--- config.mk ---
export PLATFORM = sky130hd
export DESIGN_NAME = fpnew_lane_gather
export DESIGN_NICKNAME = d
export VERILOG_FILES = /design/src/rtl/fpnew_lane_gather.sv
export SDC_FILE = /design/constraint.sdc
export NUM_CORES = 1
export LEC_CHECK = 0
export ABC_AREA = 1
export CORE_MARGIN = 3
export CORE_UTILIZATION = 47
export CTS_CLUSTER_DIAMETER = 40
export DETAILED_ROUTE_END_ITERATION = 8
export PLACE_DENSITY = 0.85
export SKIP_LAST_GASP = 1
export SLEW_MARGIN = 20
export SYNTH_ARGS = -nofsm -noshare
export SYNTH_HDL_FRONTEND = slang
export SYNTH_SLANG_ARGS = --single-unit
--- constraint.sdc ---
create_clock -name clk_i -period 2.6 [get_ports clk_i]
set_input_delay 0.26 -clock clk_i [delete_from_list [all_inputs] [get_ports clk_i]]
set_output_delay 0.26 -clock clk_i [all_outputs]
set_load 0.005 [all_outputs]
--- src/rtl/fpnew_lane_gather.sv ---
// fpnew_lane_gather: sequencing engine for a multi-lane FP slice whose lanes
// have independent, variable latency. It takes one operation from upstream,
// dispatches it once to every active lane, holds each lane's result until all
// active lanes are back, then presents one merged result with collapsed status.
//
// Optional build macro: FPNEW_LANE_GATHER_LATCNT_EN adds last_latency_o, which
// holds the accept-to-DONE cycle count of the most recently completed op.
//
// Handshake rule for every valid/ready pair on this block: a transfer happens
// on a rising clock edge where valid and ready are both 1. Valid never depends
// on ready. Once raised, a valid stays up until its transfer happens or a
// flush/reset cancels it.
module fpnew_lane_gather #(
    parameter int unsigned Width         = 64,
    parameter int unsigned NumLanes      = 4,
    parameter int unsigned FpWidth       = 16,
    parameter int unsigned TagWidth      = 4,
    parameter bit          EnableVectors = 1'b1
) (
    input  logic                         clk_i,
    input  logic                         rst_ni,
    input  logic                         in_valid_i,
    output logic                         in_ready_o,
    input  logic                         vectorial_op_i,
    input  logic [NumLanes-1:0]          simd_mask_i,
    input  logic [TagWidth-1:0]          tag_i,
    input  logic                         flush_i,
    output logic [NumLanes-1:0]          lane_in_valid_o,
    input  logic [NumLanes-1:0]          lane_in_ready_i,
    input  logic [NumLanes-1:0]          lane_out_valid_i,
    output logic [NumLanes-1:0]          lane_out_ready_o,
    input  logic [NumLanes*FpWidth-1:0]  lane_result_i,
    input  logic [NumLanes*5-1:0]        lane_status_i,
    input  logic                         lane_ext_bit_i,
    output logic                         out_valid_o,
    input  logic                         out_ready_i,
    output logic [Width-1:0]             result_o,
    output logic [4:0]                   status_o,
    output logic                         extension_bit_o,
    output logic [TagWidth-1:0]          tag_o,
    output logic                         busy_o
`ifdef FPNEW_LANE_GATHER_LATCNT_EN
    ,
    output logic [15:0]                  last_latency_o
`endif
);

    typedef enum logic [1:0] {
        IDLE = 2'd0,
        BUSY = 2'd1,
        DONE = 2'd2
    } state_e;

    state_e state_q, state_d;

    // Per-operation bookkeeping
    logic [NumLanes-1:0] active_q, mask_q, dispatched_q, collected_q;
    logic [NumLanes-1:0] active_d, dispatch_hs, collect_hs, collected_next;
    logic [TagWidth-1:0] tag_q;
    logic                ext_q;

    // Per-lane holding registers
    logic [NumLanes-1:0][FpWidth-1:0] held_result_q;
    logic [NumLanes-1:0][4:0]         held_status_q;

    logic accept;
    logic busy_live;

    // No accept while reset is held, so every output reads 0 during reset.
    assign in_ready_o = rst_ni & ~flush_i &
                        ((state_q == IDLE) | ((state_q == DONE) & out_ready_i));
    assign accept     = in_valid_i & in_ready_o;

    // Flush kills every lane-side handshake in the cycle it is raised.
    assign busy_live        = (state_q == BUSY) & ~flush_i;
    assign lane_in_valid_o  = {NumLanes{busy_live}} & active_q & ~dispatched_q;
    assign lane_out_ready_o = {NumLanes{busy_live}} & active_q & dispatched_q & ~collected_q;
    assign dispatch_hs      = lane_in_valid_o & lane_in_ready_i;
    assign collect_hs       = lane_out_ready_o & lane_out_valid_i;
    assign collected_next   = collected_q | collect_hs;

    assign out_valid_o     = (state_q == DONE) & ~flush_i;
    assign busy_o          = (state_q != IDLE);
    assign extension_bit_o = ext_q;
    assign tag_o           = tag_q;

    // Lane set for an incoming op: all lanes for vector ops, else lane 0 only.
    always_comb begin
        active_d = '0;
        if (vectorial_op_i && EnableVectors) begin
            active_d = '1;
        end else begin
            active_d[0] = 1'b1;
        end
    end

    // Next-state logic; DONE is entered on the edge where the last active
    // lane is collected, so out_valid_o comes straight from a register.
    always_comb begin
        state_d = state_q;
        unique case (state_q)
            IDLE: begin
                if (accept) state_d = BUSY;
            end
            BUSY: begin
                if (collected_next == active_q) state_d = DONE;
            end
            DONE: begin
                if (accept) begin
                    state_d = BUSY;
                end else if (out_ready_i) begin
                    state_d = IDLE;
                end
            end
            default: state_d = IDLE;
        endcase
        if (flush_i) state_d = IDLE;
    end

    // State register
    always_ff @(posedge clk_i or negedge rst_ni) begin
        if (!rst_ni) begin
            state_q <= IDLE;
        end else begin
            state_q <= state_d;
        end
    end

    // Operation context and dispatch/collect tracking vectors
    always_ff @(posedge clk_i or negedge rst_ni) begin
        if (!rst_ni) begin
            active_q     <= '0;
            mask_q       <= '0;
            tag_q        <= '0;
            dispatched_q <= '0;
            collected_q  <= '0;
        end else if (flush_i) begin
            dispatched_q <= '0;
            collected_q  <= '0;
        end else if (accept) begin
            active_q     <= active_d;
            mask_q       <= simd_mask_i;
            tag_q        <= tag_i;
            dispatched_q <= '0;
            collected_q  <= '0;
        end else if (state_q == BUSY) begin
            dispatched_q <= dispatched_q | dispatch_hs;
            collected_q  <= collected_next;
        end
    end

    // Capture a lane's result and status on its collection handshake
    always_ff @(posedge clk_i or negedge rst_ni) begin
        if (!rst_ni) begin
            held_result_q <= '0;
            held_status_q <= '0;
            ext_q         <= 1'b0;
        end else begin
            for (int k = 0; k < NumLanes; k++) begin
                if (collect_hs[k]) begin
                    held_result_q[k] <= lane_result_i[k*FpWidth +: FpWidth];
                    held_status_q[k] <= lane_status_i[k*5 +: 5];
                end
            end
            if (collect_hs[0]) ext_q <= lane_ext_bit_i;
        end
    end

    // Merge lane slices with extension fill and OR the enabled lane statuses
    always_comb begin
        result_o = {Width{ext_q}};
        status_o = '0;
        for (int k = 0; k < NumLanes; k++) begin
            if (collected_q[k]) begin
                result_o[k*FpWidth +: FpWidth] = held_result_q[k];
            end
            status_o = status_o | (held_status_q[k] & {5{mask_q[k] & active_q[k]}});
        end
    end

`ifdef FPNEW_LANE_GATHER_LATCNT_EN
    logic [15:0] lat_cnt_q;
    logic [15:0] lat_cnt_inc;

    assign lat_cnt_inc = (lat_cnt_q == 16'hFFFF) ? lat_cnt_q : lat_cnt_q + 16'd1;

    // Saturating accept-to-DONE counter; a flushed op never publishes a value
    always_ff @(posedge clk_i or negedge rst_ni) begin
        if (!rst_ni) begin
            lat_cnt_q      <= '0;
            last_latency_o <= '0;
        end else if (flush_i) begin
            lat_cnt_q <= '0;
        end else if (accept) begin
            lat_cnt_q <= 16'd1;
        end else if (state_q == BUSY) begin
            if (state_d == DONE) begin
                last_latency_o <= lat_cnt_inc;
            end else begin
                lat_cnt_q <= lat_cnt_inc;
            end
        end
    end
`endif

endmodule

==> summary.txt <==
status - complete, no violations
area of placed instances - 6930 µm²
post-synthesis instance area - 4900 µm²
Seq/Total Area, Yosys - 53.6%
Area growth syn-to-layout - 45.7%
count of antenna-violating nets left after detailed routing - 0
pre-CTS setup slack - 0.235 ns
H-tree level count - 3
worst skew pair latency - 0.37 ns
FF+latch count, synth - 105
area of the core - 9950 µm²
area fraction of the dominant cell type after synthesis - 53.6%
leakage dissipation - 3.59 nW
wire length of the first global-routing pass - 21800 µm
initial antenna violation count - 0
TritonCTS buffer count - 9
pin count of the biggest net entering global routing - 60
leading post-synthesis cells by cell area - dfrtp_1 54%, nand2_1 14%, o21ai_0 8.0%
top cells by count, synth - 180 x nand2_1, 105 x dfrtp_1, 78 x o21ai_0, 61 x inv_1
library cell with the largest summed area after synthesis - dfrtp_1
top-level port count - 192
total congestion overflow - 0
area taken by multi-input logic gates - 1890 µm²
final critical delay including setup and external delays - 2.40 ns
number of standard cells after synthesis - 545
kind of path behind the tightest hold check - in2async
setup skew after layout - 0.0129 ns
Post-CTS Hold Fix Bufs - 0
Worst Setup End Kind - primary output
fin worst setup slack - 0.204 ns
root buf cell - clkbuf_8
setup repair after global routing missed its margin - false
FP Rows - 36
aggregate routed wire length - 13600 µm
weighted congestion at the end of routability-driven global placement - 0.841
Clock Sinks - 105
Post-synth EDFFs - 0
final layout net count - 840
prevailing post-synth register cell - dfrtp_1
critical path startpoint category - flip-flop
detailed placement HPWL - 10300 µm
most frequently used cell type in the post-synthesis netlist - nand2_1
Worst VDD drop - 0.323 mV
number of instances resized during post-cts repair - 0
Worst slew margin - 50.4%
via count of the first global-routing pass - 4477
Post-Syn Area per Cell - 8.99 µm²
async set-reset flop share out of synthesis - 100%
max_cap viols - 0
horizontal die dimension - 108 µm
total iterations of the first detailed-routing run - 5
initial cell density of the core - 49.2%
chip height - 108 µm
diode insertion count for antenna repair - 0
crit-path max FO - 19
Total Die Area - 11700 µm²
drt first-iter violations - 274
Total GRT Usage - 23.8%
Setup violations, final - 0
number of post-CTS setup repair buffers - 0
filler instances - 752
Max Clock Freq - 0.417 GHz
power density normalized to cell area - 508 nW/µm²
FF+latch area - 2630 µm²
part of the cycle the worst path needs - 92.1%
WL per Instance - 15.6 µm
TritonCTS clock tree - built
Via-to-Cell Ratio - 4.98
arrival time at the worst endpoint - 2.14 ns
ratio of cells with drive above 1 in the final layout - 8.40%
Slew Viols, Final - 0
# port buffers - 191
nets in the synthesized netlist - 652
fin area - 7140 µm²
hold violation total from the final report - 0
actual slew at the worst max-slew pin - 0.744 ns
library cells used by synthesis - 27
number of buffers on the longest clock path - 2
Total Power Consumption - 3.63 mW
setup tns final - 0 ns
vias post-DR - 4338
required time at the endpoint of the critical path - 2.34 ns
total DRC errors in the routed layout - 0
classification of the worst setup path - reg2out
synth warn - 0
clock-pin slew of the registers on the worst-case setup and hold paths - 0.10 ns
==> flip-flops by register name, indices dropped and copies added (netlist names) <==
register / flops
state_q: 2
extension_bit_o: 1
mask_q: 4
collected_q: 4
tag_o: 4
dispatched_q: 4
active_q: 2
held_status_q: 20
held_result_q: 64
==> placed cells by master, fill, tap and decap left out, types with 3 or more instances in the layout <==
| master | n |
|---|---|
| mux2_4 | 20 |
| buf_4 | 12 |
| inv_2 | 4 |
| clkdlybuf4s50_1 | 190 |
| nand2_1 | 180 |
| clkbuf_8 | 9 |
| mux2_1 | 18 |
| clkinv_2 | 3 |
| dfrtp_1 | 105 |
| o21ai_0 | 78 |
| a221oi_1 | 3 |
| inv_1 | 61 |
| nor2_1 | 20 |
| mux2_2 | 4 |
| nand3_1 | 3 |
| nor3_1 | 5 |
| a21oi_1 | 6 |
==> metrics by stage <==
| step | hold slack, ns | cells | util, % |
|---|---|---|---|
| floorplan | -0.0356 | 545 | - |
| global placement | 0.440 | 855 | 69.6 |
| detailed placement | 0.454 | 855 | 69.6 |
| CTS | 0.0491 | 871 | 71.7 |
| global route | 0.0745 | 871 | 71.7 |
| finish | 0.0432 | 871 | 71.7 |
==> critical path: stages (launching register included) <==
cell,delay (ns)
dfrtp_1,0.43
clkinv_1,0.06
buf_4,0.20
nand2_1,0.31
o21ai_0,0.21
clkdlybuf4s50_1,0.56
==> power by group <==
group          switching, mW  internal [mW]
clock                  0.540          0.538
combinational          0.299          0.439
sequential            0.0615           1.75
total                  0.901           2.72
==> cell type report <==
cell class,instances,share of cell area [%]
Clock buffer,10,1.79
Clock inverter,6,1.16
Inverter,66,3.47
Multi-Input combinational cell,349,26.5
Sequential cell,105,36.8
Tap cell,133,2.33
Timing Repair Buffer,202,27.9
==> cells by family (layout without fill, tap and decap cells) <==
family / count (synthesis) / in the layout / share of synthesized area [%]
DFF: 105 / 105 / 53.6
AOI/OAI and AO/OA: 91 / 91 / 9.76
buffers and inverters: 91 / 284 / 7.69
and+or+nand+nor: 216 / 216 / 17.7
muxes: 42 / 42 / 11.2
==> path summary, 6_finish.rpt <==
kind / from / end / slack [ns] / cells after the start
setup reg to reg: active_q[2] / held_result_q[30] / 0.73 / 5
min in group clk_i: simd_mask_i[0] / mask_q[0] / 0.43 / 3
hold / removal: rst_ni / dispatched_q[1] / 0.04 / 2
hold reg to reg: mask_q[0] / mask_q[0] / 0.49 / 2
max in group asynchronous: rst_ni / held_status_q[16] / 2.00 / 2
setup / recovery: collected_q[3] / result_o[59] / 0.20 / 5
==> layer usage <==
metal,vias up,share of wire (%),GRT usage [%]
li1,2090,-,-
met1,2076,41,29.6
met2,140,50,40.3
met3,32,5.6,5.55
met4,0,3.6,9.47
met5,-,0,0
Power figures use the tool's default switching activity.
